--- config.mk ---
export PLATFORM = sky130hd
export DESIGN_NAME = alu_seq_ctrl_flat
export DESIGN_NICKNAME = d
export VERILOG_FILES = /design/src/rtl/alu_seq_ctrl_pkg.sv /design/src/rtl/alu_seq_ctrl_if.sv /design/src/rtl/alu_seq_ctrl_alu.sv /design/src/rtl/alu_seq_ctrl.sv /design/src/flat_wrapper.sv
export SDC_FILE = /design/constraint.sdc
export NUM_CORES = 1
export LEC_CHECK = 0
export ABC_AREA = 1
export BUFFER_PORTS_ARGS = -buffer_cell sky130_fd_sc_hd__buf_2
export CAP_MARGIN = 20
export CORE_MARGIN = 2
export CORE_UTILIZATION = 35
export CTS_CLUSTER_DIAMETER = 120
export DETAILED_ROUTE_END_ITERATION = 16
export GPL_ROUTABILITY_DRIVEN = 1
export PLACE_DENSITY = 0.6
export SLEW_MARGIN = 20
export SYNTH_ARGS = -nofsm -noshare
export SYNTH_HDL_FRONTEND = slang
export SYNTH_HIERARCHICAL = 1
export SYNTH_SLANG_ARGS = --single-unit
--- constraint.sdc ---
create_clock -name Clock -period 2 [get_ports Clock]
set_clock_uncertainty 0.1 [all_clocks]
set_input_delay 0.2 -clock Clock [delete_from_list [all_inputs] [get_ports Clock]]
set_output_delay 0.2 -clock Clock [all_outputs]
set_load 0.1 [all_outputs]
--- src/rtl/alu_seq_ctrl_pkg.sv ---
// Shared types and constants for the ALU command sequencer and its ALU.
package alu_seq_pkg;

  typedef enum logic [1:0] {
    IDLE = 2'd0,
    EXEC = 2'd1,
    DONE = 2'd2
  } state_t;

  localparam logic [1:0] OP_ADD = 2'b00;
  localparam logic [1:0] OP_OR  = 2'b01;
  localparam logic [1:0] OP_AND = 2'b10;
  localparam logic [1:0] OP_CAT = 2'b11;

  localparam logic [7:0] ACC_RST = 8'h00;

endpackage

--- src/rtl/alu_seq_ctrl_if.sv ---
// Command/status bundle between a requester (master) and the sequencer (slave).
interface alu_seq_ctrl_if;
  logic       cmd_valid;
  logic       cmd_ready;
  logic [1:0] cmd_op;
  logic [3:0] cmd_data;
  logic [3:0] cmd_count;
  logic       cmd_clr;
  logic       busy;
  logic       done;
  logic [7:0] result;
  logic       ovf;

  modport master (
    output cmd_valid, cmd_op, cmd_data, cmd_count, cmd_clr,
    input  cmd_ready, busy, done, result, ovf
  );

  modport slave (
    input  cmd_valid, cmd_op, cmd_data, cmd_count, cmd_clr,
    output cmd_ready, busy, done, result, ovf
  );
endinterface

--- src/rtl/alu_seq_ctrl_alu.sv ---
// Combinational 4-bit ALU: add with carry, OR-flag, AND-flag, concat {A,B}.
// Zero latency, no handshake.
module alu
  import alu_seq_pkg::*;
(
  input  logic [3:0] A,
  input  logic [3:0] B,
  input  logic [1:0] Function,
  output logic [7:0] ALUout
);

  logic [4:0] w_sum;

  assign w_sum = {1'b0, A} + {1'b0, B};

  always_comb begin
    ALUout = ACC_RST;
    case (Function)
      OP_ADD: ALUout = {3'b000, w_sum};
      OP_OR:  ALUout = {7'd0, |(A | B)};
      OP_AND: ALUout = {7'd0, &(A & B)};
      OP_CAT: ALUout = {A, B};
    endcase
  end

endmodule

--- src/rtl/alu_seq_ctrl.sv ---
// Runs one accepted command N+1 times through the ALU into an 8-bit accumulator; N+3 cycles per command,
// cmd_ready only in IDLE (no queue). Sticky add-carry flag built only with ALU_SEQ_OVF_EN.
module alu_seq_ctrl
  import alu_seq_pkg::*;
(
  input  logic           Clock,
  input  logic           Reset_b,
  alu_seq_ctrl_if.slave  bus
);

  state_t     r_state;
  state_t     w_state_nxt;
  logic [1:0] r_op;
  logic [3:0] r_data;
  logic [3:0] r_remaining;
  logic [7:0] r_acc;
  logic [7:0] w_alu_out;
  logic       w_accept;
  logic       w_ready;
  logic       w_busy;
  logic       w_done;

  // Operand B is only the accumulator low nibble, so add carry (bit 4) never feeds back.
  alu u_alu (
    .A        (r_data),
    .B        (r_acc[3:0]),
    .Function (r_op),
    .ALUout   (w_alu_out)
  );

  always_ff @(posedge Clock) begin
    if (Reset_b) r_state <= IDLE;
    else         r_state <= w_state_nxt;
  end

  always_comb begin
    w_state_nxt = r_state;
    w_accept    = 1'b0;
    w_ready     = 1'b0;
    w_busy      = 1'b0;
    w_done      = 1'b0;
    case (r_state)
      IDLE: begin
        w_ready = 1'b1;
        if (bus.cmd_valid) begin
          w_accept    = 1'b1;
          w_state_nxt = EXEC;
        end
      end
      EXEC: begin
        w_busy = 1'b1;
        if (r_remaining == 4'd0) w_state_nxt = DONE;
      end
      DONE: begin
        w_busy      = 1'b1;
        w_done      = 1'b1;
        w_state_nxt = IDLE;
      end
      default: w_state_nxt = IDLE;
    endcase
  end

  always_ff @(posedge Clock) begin
    if (Reset_b) begin
      r_acc       <= ACC_RST;
      r_remaining <= 4'd0;
      r_op        <= OP_ADD;
      r_data      <= 4'd0;
    end else if (w_accept) begin
      r_op        <= bus.cmd_op;
      r_data      <= bus.cmd_data;
      r_remaining <= bus.cmd_count;
      if (bus.cmd_clr) r_acc <= ACC_RST;
    end else if (r_state == EXEC) begin
      r_acc <= w_alu_out;
      if (r_remaining != 4'd0) r_remaining <= r_remaining - 4'd1;
    end
  end

`ifdef ALU_SEQ_OVF_EN
  logic r_ovf;

  always_ff @(posedge Clock) begin
    if (Reset_b)                      r_ovf <= 1'b0;
    else if (w_accept && bus.cmd_clr) r_ovf <= 1'b0;
    else if (r_state == EXEC && r_op == OP_ADD && w_alu_out[4]) r_ovf <= 1'b1;
  end

  assign bus.ovf = r_ovf;
`else
  assign bus.ovf = 1'b0;
`endif

  assign bus.cmd_ready = w_ready;
  assign bus.busy      = w_busy;
  assign bus.done      = w_done;
  assign bus.result    = r_acc;

endmodule

--- src/flat_wrapper.sv ---
// flat-port wrapper written by rule: the top's interface ports become plain ports
module alu_seq_ctrl_flat import alu_seq_pkg::*;
  (Clock, Reset_b, bus_cmd_valid, bus_cmd_op, bus_cmd_data, bus_cmd_count, bus_cmd_clr, bus_cmd_ready, bus_busy, bus_done, bus_result, bus_ovf);
  alu_seq_ctrl_if bus_i ();
  input  logic Clock;
  input  logic Reset_b;
  input wire logic [$bits(bus_i.cmd_valid)-1:0] bus_cmd_valid;
  input wire logic [$bits(bus_i.cmd_op)-1:0] bus_cmd_op;
  input wire logic [$bits(bus_i.cmd_data)-1:0] bus_cmd_data;
  input wire logic [$bits(bus_i.cmd_count)-1:0] bus_cmd_count;
  input wire logic [$bits(bus_i.cmd_clr)-1:0] bus_cmd_clr;
  output wire logic [$bits(bus_i.cmd_ready)-1:0] bus_cmd_ready;
  output wire logic [$bits(bus_i.busy)-1:0] bus_busy;
  output wire logic [$bits(bus_i.done)-1:0] bus_done;
  output wire logic [$bits(bus_i.result)-1:0] bus_result;
  output wire logic [$bits(bus_i.ovf)-1:0] bus_ovf;
  assign bus_i.cmd_valid = bus_cmd_valid;
  assign bus_i.cmd_op = bus_cmd_op;
  assign bus_i.cmd_data = bus_cmd_data;
  assign bus_i.cmd_count = bus_cmd_count;
  assign bus_i.cmd_clr = bus_cmd_clr;
  assign bus_cmd_ready = bus_i.cmd_ready;
  assign bus_busy = bus_i.busy;
  assign bus_done = bus_i.done;
  assign bus_result = bus_i.result;
  assign bus_ovf = bus_i.ovf;
  alu_seq_ctrl u_core (.Clock(Clock), .Reset_b(Reset_b), .bus(bus_i));
endmodule
==> summary.txt <==
Power and ir drop
  – Leakage: 0.0007155 uW
  – Power per cell area: 1502 mW/mm^2
  – Peak supply drop: 1.493 mV

GRT
  – Vias in the first global route: 1172
  – Global-route usage over all layers: 14.71%
  – Total global routing overflow: 0
  – Largest net degree at the start of global routing: 14
  – Global-route wire length before repair: 5009 um
  – Initial antenna violation count: 0

Logic synthesis
  – Ys async rst share: 0%
  – Mux cell area share after synthesis: 0%
  – Yosys top cell area share: 30.62%
  – Yosys warns: 6
  – Top-count cell post-synth: nand2_1
  – Post-Synth Adder-Cell Area: 13.97%
  – Post-synthesis register bit count: 20
  – Compound-Gate Fraction of Synth Area: 11.96%
  – Post-synth EDFFs: 0
  – Sequential fraction of the synthesis area: 30.62%
  – Syn Inst Count: 190
  – Top post-synthesis cells by area: dfxtp_1, ha_1, nand3_1
  – Synthesized Nets: 218
  – Mean Syn Cell Area: 6.882 sq um
  – Yosys top cell by area: dfxtp_1
  – Post-Synth XOR/XNOR Area: 0.6699%
  – Ys flop type: dfxtp_1
  – Synth Area in Simple Gates: 31.20%
  – Count of cell types in the netlist: 23
  – Syn Std Cell Area: 0.001308 sq mm
  – Combinational family with the most area after synthesis: simple AND/OR/NAND/NOR gates
  – Post-synth top cells: nand2_1, nand3_1, nor2_1

STA
  – Setup-failing EPs final: 0
  – Fin. Hold Viols: 0
  – Minimum clock period: 1.724 ns
  – Crit share post-route: 86.19%
  – Hold slack: 0.09565 ns
  – Max-slew violations: 0
  – Max Clk Rate: 580.1 MHz
  – Setup_tns: 0 ns
  – RSZ-0062 raised after global routing: no

Setup path
  – CP Launch Type: flip-flop
  – CP startpoint: u_core/r_data[0]
  – Critical path required time: 2.09 ns
  – Critical Path AT: 1.82 ns
  – Reg-to-reg startpoint: u_core/r_data[0]
  – CP Class: flip-flop to flip-flop
  – CP max FO: 4
  – CP Capture Type: flip-flop

Die
  – Io pins: 26
  – Die Y: 65.12 um
  – Core Area: 0.003633 sq mm
  – Chip width: 65.12 um
  – Initial Util: 35.98%
  – Row cnt: 22
  – Die Area: 0.004241 sq mm

Final layout
  – Nets@finish: 244
  – Layout cells sized above 1: 21.86%
  – FF/Latch Area: 407.9 sq um
  – # diodes: 0
  – Post-Layout Cell Count: 263
  – Multi-input logic area: 762.0 sq um
  – Fillcell total: 396
  – Synth-to-Final Area Change: 16.94%

Routing
  – DRC marker count from the first detailed-route iteration: 46
  – DR vias: 1230
  – DR WL/cell: 11.00 um
  – Drt drc: 0
  – Vias per cell: 4.677
  – Post-Route WL: 2894 um
  – First-pass DRT Iterations: 4
  – Antenna viol nets, final: 0

Worst hold path
  – Hold_sp: bus_cmd_data[3]
  – Hold Path Class: primary input to flip-flop

Clock network
  – CTS tree: yes
  – CTS Buf Count: 3
  – # hold bufs at CTS: 0
  – Clk sinks: 20
  – Clk buf depth: 2
  – Root cell of the clock tree: clkbuf_8
  – H-tree Lvls: 1
  – Post-CTS Setup Repair Bufs: 0
  – Worst-Skew Late Latency: 0.26 ns
  – Post-cts resize count: 0
  – Clock transition at path regs: 0.08 ns

Place
  – Gpl congestion: 0.8175
  – I/O Buffers: 24
  – Hpwl dp: 2213 um
  – Placed cell count: 259

Run
  – Maxcap violations: 0

Run status
  – Status: completed
## power by group
group	leakage, uW	internal [uW]	switching, uW
logic	0.000521	387	996
registers	0.000166	503	93.0
clock network	0.0000288	175	142
## sequential cells by signal, indices dropped and copies added (netlist names)
name and count:
u_core/bus.result 8, u_core/r_data 4, u_core/r_op 2, u_core/r_remaining 4
u_core/r_state 2
## metrics by stage
step	total power, uW	setup WS [ns]	util [%]	instance area (sq um)
floorplan	1805	0.08343	-	1318
CTS	2316	0.2651	42.08	1529
finish	2297	0.2761	42.08	1529
global route	2502	0.09293	42.08	1529
detailed placement	1988	0.2963	40.56	1474
global placement	1988	0.3323	40.56	1474
## layout by cell type (no fill, tap or decap)
cell,Yosys,routed
nand2_4,3,3
a21oi_2,1,1
nand4_1,1,1
fa_1,1,1
ha_2,0,1
clkbuf_8,0,4
o21ai_1,1,1
dfxtp_2,0,3
dfxtp_1,20,16
nand2_2,2,2
nand2_1,33,33
nor2_1,25,25
o21ai_0,12,12
conb_1,1,1
buf_4,2,3
inv_1,24,24
a21oi_1,14,14
ha_1,13,12
o22ai_1,2,2
inv_2,3,3
xor2_1,1,1
nand3_1,25,25
dfxtp_4,0,1
buf_2,1,24
nor2_2,2,2
## final cells by class
type	count	area share, %
well taps	48	3.928
flip-flops and latches	20	26.68
inverters	27	6.628
repair buffers	27	9.329
multi-input cells	137	49.84
clock buffers	4	3.601
## worst max-delay path, stage by stage, from the launching register on
cell     delay (ns)
dfxtp_1        0.36
ha_1           0.22
inv_1          0.07
fa_1           0.39
xor2_1         0.18
o22ai_1        0.12
nand3_1        0.09
a21oi_1        0.14
## final timing paths
| check | endpoint | slack (ns) | cells after the start |
|---|---|---|---|
| worst max-delay path | u_core/bus.result[2] | 0.28 | 7 |
| worst min-delay path | u_core/r_data[3] | 0.1 | 3 |
| worst max register to register | u_core/bus.result[2] | 0.28 | 7 |
| worst min register to register | u_core/bus.result[6] | 0.38 | 2 |
## kinds of logic (layout without fill, tap and decap cells)
group,Yosys count,in the layout
DFF,20,20
other,1,1
AOI/OAI and AO/OA,30,30
buffers and inverters,33,58
xor gates and xnor gates,1,1
adders and majority gates,14,14
and+or+nand+nor,91,91
## metal layers
| layer | up-vias | GRT usage, % | wire length, um |
|---|---|---|---|
| met4 | 0 | 4.167 | 31 |
| met5 | - | 0 | 0 |
| met2 | 34 | 24.74 | 1353 |
| met1 | 542 | 19.60 | 1382 |
| met3 | 4 | 2.226 | 126 |
| li1 | 650 | - | - |
Power figures use the tool's default switching activity.
